`config.mk`:
```
export PLATFORM = sky130hd
export DESIGN_NAME = clk_div_multi
export DESIGN_NICKNAME = d
export VERILOG_FILES = /design/src/rtl/clk_div_multi.sv
export SDC_FILE = /design/constraint.sdc
export NUM_CORES = 1
export LEC_CHECK = 0
export CORE_ASPECT_RATIO = 1.5
export CORE_UTILIZATION = 60
export CTS_CLUSTER_SIZE = 10
export DETAILED_ROUTE_END_ITERATION = 10
export PLACE_DENSITY = 0.88
export SYNTH_ARGS = -nofsm -noshare
export SYNTH_HDL_FRONTEND = slang
export SYNTH_SLANG_ARGS = --single-unit
export TNS_END_PERCENT = 50
```
`constraint.sdc`:
```
create_clock -name speed_clock -period 6.5 [get_ports speed_clock]
set_input_delay 0.65 -clock speed_clock [delete_from_list [all_inputs] [get_ports speed_clock]]
set_output_delay 0.65 -clock speed_clock [all_outputs]
set_load 0.02 [all_outputs]
```
`src/rtl/clk_div_multi.sv`:
```
// Multi-channel programmable clock divider: each channel produces a 50%-duty slow clock
// and a toggle strobe; new half-periods are staged and only take effect at a period boundary.
module clk_div_multi #(
   parameter int N_CH         = 4,
   parameter int CNT_W        = 27,
   parameter int DEFAULT_HALF = 2500000,
   parameter int CH_W         = 2
) (
   input  logic             speed_clock,
   input  logic             reset,
   input  logic [N_CH-1:0]  enable,
   input  logic             div_load,
   input  logic [CH_W-1:0]  div_ch,
   input  logic [CNT_W-1:0] div_value,
   output logic [N_CH-1:0]  low_clock,
   output logic [N_CH-1:0]  tick,
   output logic [N_CH-1:0]  div_pending
);

   localparam logic [CNT_W-1:0] DEF_HALF = CNT_W'(DEFAULT_HALF);
   localparam logic [CNT_W-1:0] ONE      = CNT_W'(1);

   for (genvar g = 0; g < N_CH; g++) begin : g_ch
      logic [CNT_W-1:0] cnt_q, cnt_d;
      logic [CNT_W-1:0] active_q, active_d;
      logic [CNT_W-1:0] pending_q, pending_d;
      logic [CNT_W-1:0] half_eff;
      logic             pend_q, pend_d;
      logic             low_q, low_d;
      logic             tick_q, tick_d;
      logic             load_hit;
      logic             wrap;

      // A programmed half-period of zero behaves as one cycle.
      assign half_eff = (active_q == '0) ? ONE : active_q;
      assign load_hit = div_load && (div_ch == CH_W'(g));
      assign wrap     = enable[g] && (cnt_q == half_eff - ONE);

      always_comb begin
         cnt_d     = cnt_q;
         active_d  = active_q;
         pending_d = pending_q;
         pend_d    = pend_q;
         low_d     = low_q;
         tick_d    = 1'b0;
         if (enable[g]) begin
            if (wrap) begin
               cnt_d  = '0;
               low_d  = ~low_q;
               tick_d = 1'b1;
            end else begin
               cnt_d  = cnt_q + ONE;
            end
         end else begin
            cnt_d = '0;
            low_d = 1'b0;
         end
         // The staged value is consumed at a wrap or on any idle cycle; a load in the
         // same cycle lands after that, so it waits for the next boundary.
         if (pend_q && (wrap || !enable[g])) begin
            active_d = pending_q;
            pend_d   = 1'b0;
         end
         if (load_hit) begin
            pending_d = div_value;
            pend_d    = 1'b1;
         end
      end

      always_ff @(posedge speed_clock or negedge reset) begin
         if (!reset) begin
            cnt_q     <= '0;
            active_q  <= DEF_HALF;
            pending_q <= DEF_HALF;
            pend_q    <= 1'b0;
            low_q     <= 1'b0;
            tick_q    <= 1'b0;
         end else begin
            cnt_q     <= cnt_d;
            active_q  <= active_d;
            pending_q <= pending_d;
            pend_q    <= pend_d;
            low_q     <= low_d;
            tick_q    <= tick_d;
         end
      end

      assign low_clock[g]   = low_q;
      assign tick[g]        = tick_q;
      assign div_pending[g] = pend_q;
   end

endmodule

```
# Yosys cells after proc, flatten, opt, wreduce, memory -nomap -nowiden
# Cells that the tools add are included.
[word_totals]
reg_bits = 336
latch_bits = 0
ramBits = 0
romBits = 0
inputBits = 36
output_inout_bits = 12
elab_cells = 112
mem_count = 0
[classes]
addsub = 8
n_mul = 0
n_div = 0
n_lt_le_gt_ge = 0
eq_ne = 11
n_shift = 0
muxes = 36
bitwise = 4
n_reduce_logical = 29
[ops]
columns = ["op", "n"]
rows = [
  ["$mux W27", 12],
  ["$add A27 B1 Y27 const B", 4],
  ["$eq A27 B27 Y1", 4],
  ["$logic_not A27 Y1", 4],
  ["$sub A27 B1 Y27 const B", 4],
  ["$mux W1", 24],
  ["$logic_and A1 B1 Y1", 12],
  ["$ne A2 B1 Y1 const B", 4],
  ["$reduce_bool A2 Y1", 4],
  ["$eq A2 B2 Y1 const B", 2],
  ["$logic_not A1 Y1", 4],
  ["$logic_or A1 B1 Y1", 4],
  ["$not A1 Y1", 4],
  ["$eq A2 B1 Y1 const B", 1],
  ["$logic_not A2 Y1", 1],
]

# Logic depth before layout (Yosys ltp)
[depth]
ltp_word = 9
mapped_depth = 19
depth_no_buf = 13

# Worst setup path before layout
# OpenSTA, ideal clock, no wires.
[synth_timing]
kind = "reg2reg"
from = "reg g_ch[2].active_q[16]"
to = "reg g_ch[2].active_q[11]"
setup_time_ps = 80
arrival_ps = 4589
t_required_ps = 6420
setup_slack_ps = 1830
stages_incl_launch_ff = 17
period_less_slack_ps = 4670
path_cell_list = "dfrtp_1 buf_6 or4_4 or4_4 o31a_1 ha_1 nor4b_1 and4_1 buf_1 a21oi_1 o221ai_1 or4_1 or4b_4 o21a_1 buf_6 buf_12 o211ai_2"
[synth_via]
elab_chain_len = 7
[synth_rtl]
columns = ["item", "line_no", "rtl"]
rows = [
  ["from (decl)", "25", "logic [CNT_W-1:0] active_q, active_d;"],
  ["from (signal assigned)", "80", "active_q <= active_d;"],
  ["$logic_not A27 Y1", "35", "assign half_eff = (active_q == '0) ? ONE : active_q;"],
  ["$mux W27 (*)", "35", ""],
  ["$sub A27 B1 Y27 (*)", "37", "assign wrap = enable[g] && (cnt_q == half_eff - ONE);"],
  ["$eq A27 B27 Y1 (*)", "37", ""],
  ["$logic_and A1 B1 Y1 (*)", "37", ""],
  ["$logic_or A1 B1 Y1 (*)", "60", "if (pend_q && (wrap || !enable[g])) begin"],
  ["$logic_and A1 B1 Y1 (*)", "60", ""],
]
# Every way passes the cells marked *; elsewhere a longest branch is shown, timed or not.
# A chain may end at the register's enable or synchronous reset.

# Final worst setup path
[layout_timing]
from = "reg g_ch[2].active_q[15]"
to = "reg g_ch[2].pend_q"
[layout_via]
elab_chain_len = 8
[layout_rtl]
columns = ["item", "line_no", "rtl"]
rows = [
  ["$logic_not A27 Y1", "35", ""],
  ["$mux W27 (*)", "35", ""],
  ["$sub A27 B1 Y27 (*)", "37", ""],
  ["$eq A27 B27 Y1 (*)", "37", ""],
  ["$logic_and A1 B1 Y1 (*)", "37", ""],
  ["$logic_or A1 B1 Y1 (*)", "60", ""],
  ["$logic_and A1 B1 Y1 (*)", "60", ""],
  ["$reduce_bool A2 Y1 (no source line) (*)", "--", ""],
  ["to (signal assigned)", "82", "pend_q <= pend_d;"],
  ["to (decl)", "28", "logic pend_q, pend_d;"],
]
# Marked as above.

==> reports/metrics.cfg <==
[run_status]
status=finished, final reports clean

[placement]
io_buffers=47
place_ws_ps=1050
placed_cells_incl_taps=2508
place.gp.congestion=0.988
dp_hpwl_microns=37700

[synth]
yosys_most_used_dff=dfrtp_1
postSynthAreaPerCell_sq_um=9.61
seq_area_frac_synth_pct=40.8
synth.top_cells.by_count=dfrtp_1, nor2_1, nand3_1, nand2_1, mux2_2
netlist_top_cells_area=dfrtp_1, dfstp_2, mux2_2
syn_area_sq_um=20800
yosysTopAreaCellShare_pct=32.7
synth-async-reset-ratio_pct=100
syn_nets=2209
yosysWarnings=0
yosysMostFrequentCell=dfrtp_1
yosysTopAreaCell=dfrtp_1
syn_inst=2165
yosysUniqueCellTypes=99
synth_edf_count=0
ys_ff_latch=336

[routing]
drt-total-wl_microns=54900
vias=17350
final_antenna_net_count=0
viasPerCell=6.73
wire_per_inst_microns=21.3
drtIter0Drc=1948
drc=0
first_pass_iters=7

[cts]
cts_buffers=39
h-tree-depth=2
cts-resized-gates=0
clockRootBuffer=clkbuf_16
clock_path_buffers=3
postCtsSetupRepairBufs=0
cts_hold_buf=0
cts_sinks=336
clock_latency_ps=560
clkTransAtPathRegs_ps=60
cts_tree=done

[power]
p_leak_nw=8.38
p_clk_share_pct=35.3
p_int_mw=4.01
switching_share_pct=30.0
total_power_mw=5.73
p_switching_mw=1.72
powerDensity_nw_per_um2=256
comb_power_share_pct=16.8
power_frac_seq_pct=47.9
irDropWorstVdd_mv=0.277

[die]
io-pin-count=48
fp.dieArea_sq_um=35500
initial_core_util_pct=60.9
fp.coreArea_sq_um=34200
die_y_microns=230
rows=83
die_w_microns=154

[sta]
finalSetupViolCount=0
final-hold-violation-count=0
slew_headroom_pct=18.2
setup_tns_ps=0
tightest_slew_ps=1230
max_freq_ghz=0.183
setup_ws_ps=1040
period_needed_ps=5460
rsz0062_at_grt=no
drv_slew=0
period_share_pct=84.0
fin_worst_skew_ps=29.1

[worst_setup_path]
crit_type=register to register
start_kind=register
worst_setup_path_end_kind=register
cp_max_fo=27
cp.required_ps=6880
arrival_ps=5840

[global_route]
grt_usage_pct=31.5
grt_start_max_net_pins=188
grt_pass1_vias=17091
antenna_found_initial=1
grt_pass1_wl_microns=89700
overflow=0

[final_layout]
area_growth_pct=7.60
diodes=0
drive_above_1_share_pct=17.1
fin_cells=2579
layout.nets=2168

[hold_path]
hold_path.class=input pin to async pin

[run]
cap_viol_max_count=0

## registers in the layout (all words and copies together) (netlist names)
name / cells
g_ch.active_q: 108
g_ch.cnt_q: 108
g_ch.pending_q: 108
g_ch.low_q: 4
g_ch.pend_q: 4
g_ch.tick_q: 4
## logic make-up (layout without fill, tap and decap cells)
| group | after synthesis | count (layout) | synth area share [%] |
|---|---|---|---|
| DFF | 336 | 336 | 40.8 |
| xor gates and xnor gates | 215 | 215 | 9.12 |
| adders and majority gates | 8 | 8 | 0.481 |
| muxes | 148 | 148 | 7.96 |
| buffers and inverters | 192 | 181 | 4.65 |
| and+or+nand+nor | 936 | 936 | 24.6 |
| AOI/OAI and AO/OA | 330 | 330 | 12.4 |
## through the flow
step                cell area, sq um  hold WS [ps]  util (%)
floorplan                      20800           354         -
global placement               21300           481      62.2
detailed placement             21300           486      62.2
CTS                            22400           117      65.6
global route                   22400           156      65.6
finish                         22400           109      65.6
## final timing paths
path | start | end | slack, ps | cells past startpoint
max in group asynchronous | reset | g_ch[3].active_q[25] | 4880 | 2
worst max-delay path | g_ch[2].active_q[15] | g_ch[2].pend_q | 1040 | 12
worst min-delay path | reset | g_ch[2].cnt_q[3] | 110 | 1
min in group speed_clock | g_ch[1].pending_q[6] | g_ch[1].active_q[6] | 490 | 1
worst min register to register | g_ch[1].pending_q[6] | g_ch[1].active_q[6] | 490 | 1
worst max register to register | g_ch[2].active_q[15] | g_ch[2].pend_q | 1040 | 12
## critical path, stage by stage, from the launching register on
cell      delay (ps)
dfrtp_1          500
or4_4            600
or4_4            570
o31a_1           330
ha_1             260
nor4b_1          190
and4_1           360
a21oi_1          250
o221ai_1         150
or4_1            530
or4b_4           520
o21ai_2          850
o21ai_0          190
## cell type report
cell class	instances	area, sq um
flip-flops and latches	336	8490
well taps	425	532
repair buffers	77	713
fillers	2581	11800
clock inverters	3	30.0
multi-input cells	1637	11400
inverters	33	124
clock buffers	68	1110
## routing by layer
metal  global-route usage (%)  share of wire [%]  vias up
met5                        0              0.020        -
met4                     18.5                6.1        2
met3                     4.50                6.1      208
met2                     53.1                 50      744
met1                     38.4                 38     8539
li1                         -                  -     7857
## cell usage in the layout (no fill, tap or decap), types with 32 or more instances in the layout
cell type	n
dfrtp_1	272
nor2_1	169
nand3_1	150
nand2_1	148
mux2_2	137
xnor2_1	107
xor2_1	107
o21ai_0	81
dfstp_2	64
and3_1	59
and2_1	58
a222oi_1	54
nor3_1	48
clkdlybuf4s50_1	46
or4_1	41
nand4_1	41
o211ai_1	41
clkbuf_16	40
nor4_1	37
inv_1	32
## power groups by stage
stage               clock, mW  sequential, mW  combinational, mW
detailed placement          0            2.75              0.941
global route             2.13            2.78               1.05
floorplan                   0            2.58              0.789
finish                   2.02            2.74              0.962
CTS                      2.05            2.73              0.956
global placement            0            2.73              0.903
Power figures use the tool's default switching activity.
